<file path="config.mk">
export PLATFORM = sky130hd
export DESIGN_NAME = mul8_arbiter
export DESIGN_NICKNAME = d
export VERILOG_FILES = /design/src/rtl/mul8_arb_pkg.sv /design/src/rtl/mul8_arb_rr.sv /design/src/rtl/mul8_parall.sv /design/src/rtl/mul8_arbiter.sv
export SDC_FILE = /design/constraint.sdc
export NUM_CORES = 1
export LEC_CHECK = 0
export BUFFER_PORTS_ARGS = -buffer_cell sky130_fd_sc_hd__buf_2
export CAP_MARGIN = 30
export CORE_ASPECT_RATIO = 2
export CORE_MARGIN = 2
export CORE_UTILIZATION = 40
export CTS_CLUSTER_SIZE = 30
export DETAILED_ROUTE_END_ITERATION = 10
export GPL_TIMING_DRIVEN = 0
export HOLD_SLACK_MARGIN = 0.02
export PLACE_DENSITY = 0.63
export SETUP_SLACK_MARGIN = 0.3
export SLEW_MARGIN = 20
export SYNTH_ARGS = -nofsm -noshare
export SYNTH_HDL_FRONTEND = slang
export SYNTH_SLANG_ARGS = --single-unit
</file>
<file path="constraint.sdc">
create_clock -name clk -period 3.1 [get_ports clk]
set_input_delay 0.465 -clock clk [delete_from_list [all_inputs] [get_ports clk]]
set_output_delay 0.465 -clock clk [all_outputs]
set_load 0.05 [all_outputs]
</file>
<file path="src/rtl/mul8_arb_pkg.sv">
// Shared types, constants and helpers for the mul8_arbiter slice.
package mul8_arb_pkg;

  localparam int MUL_W       = 8;
  localparam int NUM_REQ_MIN = 2;
  localparam int NUM_REQ_MAX = 8;

  typedef enum logic [1:0] {
    S_IDLE,
    S_MUL,
    S_CAP,
    S_RESP
  } state_t;

  // Index 'off' positions after 'base', wrapping modulo n.
  function automatic int wrap_inc(input int base, input int off, input int n);
    return (base + off) % n;
  endfunction

endpackage

</file>
<file path="src/rtl/mul8_arb_rr.sv">
// Combinational grant picker: round-robin from last_grant+1, or lowest-index
// fixed priority when MUL8_ARB_FIXED_PRIO_EN is defined.
module mul8_arb_rr
  import mul8_arb_pkg::*;
#(
  parameter int NUM_REQ = 4,
  parameter int ID_W    = 2
) (
  input  logic [NUM_REQ-1:0] i_valid,
`ifndef MUL8_ARB_FIXED_PRIO_EN
  input  logic [ID_W-1:0]    i_last_grant,
`endif
  output logic [NUM_REQ-1:0] o_grant,
  output logic [ID_W-1:0]    o_idx,
  output logic               o_any
);

  always_comb begin
    // NOTE: every output gets a default before the search, so no path infers a latch.
    o_grant = '0;
    o_idx   = '0;
    o_any   = 1'b0;
`ifdef MUL8_ARB_FIXED_PRIO_EN
    // Descending scan: the last hit written is the lowest valid index.
    for (int i = NUM_REQ - 1; i >= 0; i--) begin
      if (i_valid[ID_W'(i)]) begin
        o_grant             = '0;
        o_grant[ID_W'(i)]   = 1'b1;
        o_idx               = ID_W'(i);
        o_any               = 1'b1;
      end
    end
`else
    // Descending offset scan: the last hit written is the one nearest last_grant+1.
    for (int off = NUM_REQ; off >= 1; off--) begin
      if (i_valid[ID_W'(wrap_inc(int'(i_last_grant), off, NUM_REQ))]) begin
        o_grant = '0;
        o_grant[ID_W'(wrap_inc(int'(i_last_grant), off, NUM_REQ))] = 1'b1;
        o_idx   = ID_W'(wrap_inc(int'(i_last_grant), off, NUM_REQ));
        o_any   = 1'b1;
      end
    end
`endif
  end

endmodule

</file>
<file path="src/rtl/mul8_parall.sv">
// Shared 8-bit multiplier: registered low byte of a*b, no reset.
module mul8_parall (
  input  logic       clk,
  input  logic [7:0] a_i,
  input  logic [7:0] b_i,
  output logic [7:0] p_o
);

  // NOTE: datapath register carries no reset; its value is only consumed after a full operand load.
  always_ff @(posedge clk) begin
    p_o <= a_i * b_i;
  end

endmodule

</file>
<file path="src/rtl/mul8_arbiter.sv">
// Arbitrates NUM_REQ requesters onto one shared mul8_parall multiplier.
// Define MUL8_ARB_FIXED_PRIO_EN for fixed lowest-index priority instead of round-robin.
module mul8_arbiter
  import mul8_arb_pkg::*;
#(
  parameter  int NUM_REQ = 4,
  localparam int ID_W    = $clog2(NUM_REQ)
) (
  input  logic                     clk,
  input  logic                     rst,
  input  logic [NUM_REQ-1:0]       req_valid_i,
  input  logic [NUM_REQ*MUL_W-1:0] req_a_i,
  input  logic [NUM_REQ*MUL_W-1:0] req_b_i,
  output logic [NUM_REQ-1:0]       req_ready_o,
  output logic                     resp_valid_o,
  input  logic                     resp_ready_i,
  output logic [MUL_W-1:0]         resp_p_o,
  output logic [ID_W-1:0]          resp_id_o,
  output logic                     busy_o
);

  if (NUM_REQ < NUM_REQ_MIN || NUM_REQ > NUM_REQ_MAX) begin : g_bad_num_req
    $error("mul8_arbiter: NUM_REQ out of range");
  end

  state_t             r_state, w_state_nxt;
  logic [MUL_W-1:0]   r_a, r_b, r_resp_p, w_p;
  logic [ID_W-1:0]    r_id, w_idx;
  logic [NUM_REQ-1:0] w_grant;
  logic               w_any, w_hs;
  logic [MUL_W-1:0]   w_a_arr [NUM_REQ];
  logic [MUL_W-1:0]   w_b_arr [NUM_REQ];

  for (genvar k = 0; k < NUM_REQ; k++) begin : g_unpack
    assign w_a_arr[k] = req_a_i[k*MUL_W +: MUL_W];
    assign w_b_arr[k] = req_b_i[k*MUL_W +: MUL_W];
  end

`ifndef MUL8_ARB_FIXED_PRIO_EN
  logic [ID_W-1:0] r_last_grant;
`endif

  mul8_arb_rr #(
    .NUM_REQ(NUM_REQ),
    .ID_W   (ID_W)
  ) u_pick (
    .i_valid     (req_valid_i),
`ifndef MUL8_ARB_FIXED_PRIO_EN
    .i_last_grant(r_last_grant),
`endif
    .o_grant     (w_grant),
    .o_idx       (w_idx),
    .o_any       (w_any)
  );

  mul8_parall u_mul (
    .clk(clk),
    .a_i(r_a),
    .b_i(r_b),
    .p_o(w_p)
  );

  always_comb begin
    w_state_nxt = r_state;
    w_hs        = 1'b0;
    case (r_state)
      S_IDLE: begin
        // Reset gates the grant so no handshake is offered while held in reset.
        if (w_any && !rst) begin
          w_hs        = 1'b1;
          w_state_nxt = S_MUL;
        end
      end
      S_MUL:   w_state_nxt = S_CAP;
      S_CAP:   w_state_nxt = S_RESP;
      S_RESP:  if (resp_ready_i) w_state_nxt = S_IDLE;
      default: w_state_nxt = S_IDLE;
    endcase
  end

  // NOTE: all state uses non-blocking assignments so every register samples pre-edge values.
  always_ff @(posedge clk or posedge rst) begin
    if (rst) begin
      r_state      <= S_IDLE;
      r_a          <= '0;
      r_b          <= '0;
      r_id         <= '0;
      r_resp_p     <= '0;
`ifndef MUL8_ARB_FIXED_PRIO_EN
      r_last_grant <= ID_W'(NUM_REQ - 1);
`endif
    end else begin
      r_state <= w_state_nxt;
      if (w_hs) begin
        r_a          <= w_a_arr[w_idx];
        r_b          <= w_b_arr[w_idx];
        r_id         <= w_idx;
`ifndef MUL8_ARB_FIXED_PRIO_EN
        r_last_grant <= w_idx;
`endif
      end
      if (r_state == S_CAP) r_resp_p <= w_p;
    end
  end

  assign req_ready_o  = w_hs ? w_grant : '0;
  assign resp_valid_o = (r_state == S_RESP);
  assign resp_p_o     = r_resp_p;
  assign resp_id_o    = r_id;
  assign busy_o       = (r_state != S_IDLE);

endmodule

</file>
==> results by group, run 1 <==
Logic synthesis
  – Synthesis Warnings: 0
  – Commonest cells post-synth: mux2i_1, inv_1, dfrtp_1, nand2_1, ha_1
  – Yosys cell types: 46
  – Syn_nets: 421
  – Synthesized area: 0.00329 sq mm
  – Register area share after synthesis: 27.8%
  – Count leader, synth: mux2i_1
  – Synth Area per Inst: 10.5 sq um
  – Top cells by area, synth: dfrtp_1, mux2i_1, ha_1
  – Main synth FF type: dfrtp_1
  – FFs w/ async S/R, synth: 78.9%
  – Largest area contributor in the netlist: dfrtp_1
  – Cell count after synthesis: 312
  – #FFs+latches synth: 38
  – Post-synth EDFFs: 0
  – Post-synth top area share: 21.3%

Die
  – Initial core utilization: 41.4%
  – Die H: 132 microns
  – Row count: 46
  – Io pins: 87
  – Full die area: 0.00901 sq mm
  – Core region area: 0.00794 sq mm
  – Die X-Extent: 68.1 microns

Min path
  – Min-delay worst type: input port to asynchronous set/reset pin

Clock network
  – H-tree depth: 2
  – Worst-Skew Late Latency: 280 ps
  – Clock Tree Buf Depth: 2
  – Clock transition at path regs: 60 ps
  – Clock Sink Count: 38
  – CTS Hold Buffers Added: 0
  – CTS tree: built
  – CTS root buf: clkbuf_16
  – CTS Buf Count: 5

Finish
  – Share of cells above drive strength 1: 48.7%
  – NumNets Final: 529
  – Area grow syn2layout: 34.2%
  – Number of diodes: 0

Worst setup path
  – Reg-to-reg setup timing slack: -90 ps
  – Worst r2r dst: u_mul.p_o[7]
  – Worst R2R Path Depth: 12
  – Critical Path Most Common Cell: fa_1
  – CP cell instances: nand2_2, fa_2, fa_1, inv_2, fa_1, inv_1, fa_1, inv_2, ha_4, a21oi_2, xnor2_1, xnor2_1
  – CP max FO: 6
  – Critical Path AT: 3360 ps
  – Worst setup path endpoint: u_mul.p_o[7]
  – Max stage delay cell, worst path: fa_1
  – Crit end category: flop
  – Critical path's largest stage delay: 510 ps
  – CP Launch Point: r_b[2]
  – CP required: 3270 ps
  – FF-to-FF Start: r_b[2]
  – Setup CP Type: flop to flop
  – Crit path launch type: flop

Place
  – Port bufs: 83
  – GP Congestion: 0.807
  – Final HPWL DP: 5930 microns

Drt
  – Via density: 5.15
  – Drt total wl: 7910 microns
  – Routed Antenna Nets: 0
  – Initial DRT Pass Iterations: 4
  – Avg WL per Cell: 15.3 microns
  – DRC: 0
  – DR vias: 2665
  – DRT iter0 DRCs: 97

STA
  – Fmax: 313 MHz
  – RSZ-0062 raised after global routing: yes
  – Worst clock skew: 6.98 ps
  – Worst slew pin tran: 718 ps
  – Max-Slew Margin vs Limit: 51.9%
  – Final worst-path cycle share: 103%
  – Final TNS setup: -94.4 ps
  – Fin worst setup slack: -94.4 ps
  – Hold Fails Final Rpt: 0
  – Max-slew violation count: 0
  – Fin crit period: 3190 ps
  – # setup viols final: 1

Global route
  – First-pass GRT wire length: 13100 microns
  – GRT Overall Usage: 19.0%
  – Largest net degree at the start of global routing: 31
  – GR Overflow Total: 0
  – Vias in the first global route: 2886
  – Initial antenna violation count: 0

Flow run
  – Max-cap violations: 0

Run status
  – Outcome: finished with violations
  – Failing checks: negative setup slack
## state kept, by name, summed over array words and instances, names as in the netlist
register      flops
r_state           2
r_b               8
resp_p_o          8
resp_id_o         2
u_mul.p_o         8
r_last_grant      2
r_a               8
## through the flow
| step | cell area, sq um | util (%) | hold slack (ps) | setup slack [ps] | cells |
|---|---|---|---|---|---|
| finish | 4420 | 55.6 | 305 | -94.4 | 517 |
| global placement | 3920 | 49.4 | 443 | -175 | 491 |
| global route | 4420 | 55.6 | 376 | -207 | 517 |
| floorplan | 3390 | - | 439 | -2.78 | 312 |
| detailed placement | 3920 | 49.4 | 449 | -204 | 491 |
| CTS | 4350 | 54.7 | 331 | -96.9 | 516 |
## worst max-delay path: cells and delay by family, from the launching register on
| kind | cells | cell delay [ps] |
|---|---|---|
| adder cells (fa/ha/maj) | 5 | 2120 |
| flip-flops | 1 | 430 |
| XOR/XNOR | 2 | 270 |
| buffers and inverters | 3 | 140 |
| AND/OR/NAND/NOR | 1 | 80 |
| AO/OA/AOI/OAI | 1 | 50 |
## layout by cell type (no fill, tap or decap), types with 7 or more instances in the layout
master | synthesis | layout
buf_2 | 4 | 82
mux2i_1 | 33 | 33
nand2_1 | 27 | 25
inv_1 | 32 | 23
dfrtp_1 | 28 | 21
buf_4 | 3 | 19
nor2_1 | 19 | 19
a221oi_2 | 16 | 18
ha_1 | 26 | 17
and2_1 | 19 | 16
xnor2_1 | 14 | 13
buf_6 | 6 | 9
mux2_2 | 10 | 9
fa_1 | 12 | 9
ha_4 | 0 | 8
dfxtp_1 | 8 | 8
inv_2 | 0 | 7
dfrtp_2 | 0 | 7
## worst min-delay path by stage
stage / from / depth (start not counted) / slack [ps] / to
after floorplan: u_mul.p_o[0] / 1 / 440 / resp_p_o[0]
after global placement: u_mul.p_o[4] / 1 / 440 / resp_p_o[4]
after detailed placement: u_mul.p_o[6] / 1 / 450 / resp_p_o[6]
after CTS: rst / 2 / 330 / r_b[6]
after global routing: rst / 2 / 380 / resp_p_o[7]
final: rst / 2 / 300 / r_b[1]
## final cells by class
type	count	area, sq um
buffer	16	143
clock buffer	6	139
clock inverter	2	60.1
fill	690	3530
inverter	32	130
multi-input combinational	226	2300
sequential	38	922
tap	96	120
timing repair buffer	101	599
## timing repair
| action | CTS | global route |
|---|---|---|
| buffers inserted | 17 | 1 |
| endpoints found under the setup margin | 8 | 8 |
| pin swaps | 20 | 7 |
| hold endpoints to repair | 0 | 0 |
| gates resized for setup | 30 | 13 |
## logic make-up (layout without fill, tap and decap cells)
family | Yosys count | after routing | share of synthesized area (%)
xor+xnor | 16 | 16 | 4.26
fa+ha+maj | 38 | 38 | 17.2
simple gates | 78 | 78 | 12.4
mux | 48 | 48 | 16.4
flops | 38 | 38 | 27.8
buf+inv | 48 | 157 | 7.68
compound gates | 46 | 46 | 14.3
## per-layer routing
metal / track usage [%] / part of all wire (%) / vias up
met1: 18.9 / 36 / 1267
met2: 36.7 / 58 / 84
li1: - / - / 1299
met4: 7.33 / 2.8 / 0
met5: 0 / 0 / -
met3: 2.65 / 3.8 / 15
Power of run 1 is left out: the tool's default activity adds up to more than one toggle a clock period on the data nets, which glitch-free logic cannot reach.
==> run 2, diff against run 1 <==
==> constraint.sdc (replaced) <==
create_clock -name clk -period 3.1 [get_ports clk]
set_input_delay 0.62 -clock clk [delete_from_list [all_inputs] [get_ports clk]]
set_output_delay 0.62 -clock clk [all_outputs]
set_load 0.05 [all_outputs]
==> run 2 against run 1 <==
  * The run still ends with negative setup slack left
  * Sequential share of layout area increased by 0.29 points
  * First-iteration DRC count fell by 46%
  * Fmax fell by 0.62%
  * Die area stayed put
  * Worst hold slack gained 150 ps
  * Non-clock buffer count unchanged
  * Global-route usage shrank 0.65 points
  * Register-to-register slack got worse by 20 ps
  * Core utilization shrank 0.76 points
  * Routed wire length fell by 3.3%
  * Clock-buffer cell count fell by 1
  * Design area is 1.4% lower
==> results by group, run 2 (same netlist as run 1, synthesis figures left out) <==
Die
  – Core region area: 0.00794 sq mm (unchanged)
  – Full die area: 0.00901 sq mm (unchanged)
  – Die H: 132 microns (unchanged)
  – Die X-Extent: 68.1 microns (unchanged)
  – Row count: 46 (unchanged)
  – Initial core utilization: 41.4% (unchanged)
  – Io pins: 87 (unchanged)

Clock network
  – CTS Buf Count: 5 (unchanged)
  – CTS tree: built (unchanged)
  – CTS Hold Buffers Added: 0 (unchanged)
  – CTS root buf: clkbuf_16 (unchanged)
  – Clock Sink Count: 38 (unchanged)
  – Clock Tree Buf Depth: 2 (unchanged)
  – H-tree depth: 2 (unchanged)
  – Clock transition at path regs: 60 ps (about the same)
  – Worst-Skew Late Latency: 290 ps (was 280 ps)

STA
  – # setup viols final: 5 (was 1)
  – Fmax: 311 MHz (was 313 MHz)
  – Fin crit period: 3210 ps (was 3190 ps)
  – RSZ-0062 raised after global routing: yes (unchanged)
  – Max-slew violation count: 0 (unchanged)
  – Final TNS setup: -330 ps (was -94.4 ps)
  – Worst slew pin tran: 696 ps (was 718 ps)
  – Fin worst setup slack: -114 ps (was -94.4 ps)
  – Final worst-path cycle share: 104% (was 103%)
  – Hold Fails Final Rpt: 0 (unchanged)
  – Max-Slew Margin vs Limit: 53.3% (was 51.9%)
  – Worst clock skew: 8.58 ps (was 6.98 ps)

Global route
  – Vias in the first global route: 2788 (was 2886)
  – GRT Overall Usage: 18.3% (was 19.0%)
  – First-pass GRT wire length: 12700 microns (was 13100 microns)
  – Initial antenna violation count: 0 (unchanged)
  – Largest net degree at the start of global routing: 31 (unchanged)
  – GR Overflow Total: 0 (unchanged)

Drt
  – DRC: 0 (unchanged)
  – Via density: 5.17 (was 5.15)
  – Drt total wl: 7650 microns (was 7910 microns)
  – Initial DRT Pass Iterations: 4 (unchanged)
  – Avg WL per Cell: 14.8 microns (was 15.3 microns)
  – Routed Antenna Nets: 0 (unchanged)
  – DRT iter0 DRCs: 52 (was 97)
  – DR vias: 2671 (was 2665)

Finish
  – NumNets Final: 529 (unchanged)
  – Commonest non-fill, non-tap cell in the layout: buf_2 (unchanged)
  – Filler cell count: 706 (was 690)
  – Number of diodes: 0 (unchanged)
  – Most frequent cells in the layout: buf_2, mux2i_1, inv_1 (was buf_2, mux2i_1, nand2_1)
  – Share of cells above drive strength 1: 47.3% (was 48.7%)
  – Area grow syn2layout: 32.4% (was 34.2%)
  – Non-filler instance count after layout: 517 (unchanged)

Run status
  – Outcome: finished with violations (unchanged)
  – Failing checks: negative setup slack (unchanged)

Worst setup path
  – Crit path launch type: flop (unchanged)
  – Setup CP Type: flop to flop (unchanged)
  – CP cell instances: nand2_2, fa_2, fa_1, inv_1, fa_1, inv_1, fa_2, inv_2, ha_4, a21oi_2, xnor2_1, xnor2_1 (was nand2_2, fa_2, fa_1, inv_2, fa_1, inv_1, fa_1, inv_2, ha_4, a21oi_2, xnor2_1, xnor2_1)
  – CP max FO: 6 (unchanged)
  – Critical path's largest stage delay: 520 ps (was 510 ps)
  – Buf/Inv on CP: 3 (unchanged)
  – Critical Path AT: 3430 ps (was 3360 ps)
  – Crit end category: flop (unchanged)
  – Max stage delay cell, worst path: fa_2 (was fa_1)
  – Worst path top cell family by delay: adder cells (unchanged)
  – CP required: 3320 ps (was 3270 ps)

Min path
  – Min-delay worst type: input port to asynchronous set/reset pin (unchanged)

Flow run
  – Max-cap violations: 0 (unchanged)

Place
  – GP Congestion: 0.817 (was 0.807)
  – Placed Cells: 491 (unchanged)
  – Port bufs: 83 (unchanged)
  – Final HPWL DP: 6060 microns (was 5930 microns)
run 2: cell types whose count changed in the layout (fill, tap and decap cells not counted), moves of 2 or more:
cell | previous run | this run
and2_4 | 3 | 1
ha_4 | 8 | 5
nand2_2 | 2 | 4
nand2_1 | 25 | 23
and2_1 | 16 | 18
buf_8 | 4 | 2
inv_2 | 7 | 5
ha_1 | 17 | 20
inv_1 | 23 | 26
run 2: final timing paths:
path | cells past startpoint | from | to | slack (ps)
min | 2 | rst | resp_p_o[7] | 460
min in group clk | 1 | u_mul.p_o[0] | resp_p_o[0] | 460
min reg2reg | 1 | u_mul.p_o[0] | resp_p_o[0] | 460
max reg2reg | 12 | r_b[3] | u_mul.p_o[7] | -110
max in group asynchronous | 2 | rst | r_a[3] | 2180
max | 12 | r_b[3] | u_mul.p_o[7] | -110
run 2: worst reg2reg max path, delay by kind of cell (launching register included):
kind	cells	cell delay [ps]
fa+ha+maj	5	2140
flops	1	420
xor+xnor	2	300
buf+inv	3	140
simple gates	1	80
compound gates	1	50
run 2: per-stage QoR:
stage          worst slack, ps  instance area, sq um  utilization (%)  hold WS [ps]
4_1_cts                   -154                  4290             54.0           462
3_5_place_dp              -242                  3930             49.4           447
6_report                  -114                  4360             54.8           458
5_1_grt                   -223                  4360             54.8           470
3_3_place_gp              -187                  3930             49.4           444
2_1_floorplan            -2.78                  3390                -           439
run 2: area by class of cell:
type	count	area, sq um	area share (%)
Multi-Input combinational cell	226	2260	51.9
Sequential cell	38	922	21.2
Timing Repair Buffer	101	588	13.5
Buffer	16	143	3.27
Inverter	32	128	2.93
Clock buffer	5	125	2.87
Tap cell	96	120	2.76
Clock inverter	3	68.8	1.58
run 2: timing repair:
action	CTS	global route
gates cloned	0	0
endpoints found under the setup margin	8	8
resized for setup	18	11
pin swaps	18	11
buffers inserted	15	3
run 2: layer usage:
layer / vias up / track usage (%) / routed length, microns
li1: 1298 / - / -
met1: 1252 / 18.8 / 2680
met2: 92 / 34.0 / 4410
met3: 29 / 2.73 / 287
met4: 0 / 8.67 / 283
met5: - / 0 / 0
Power of run 2 is left out for the same reason.
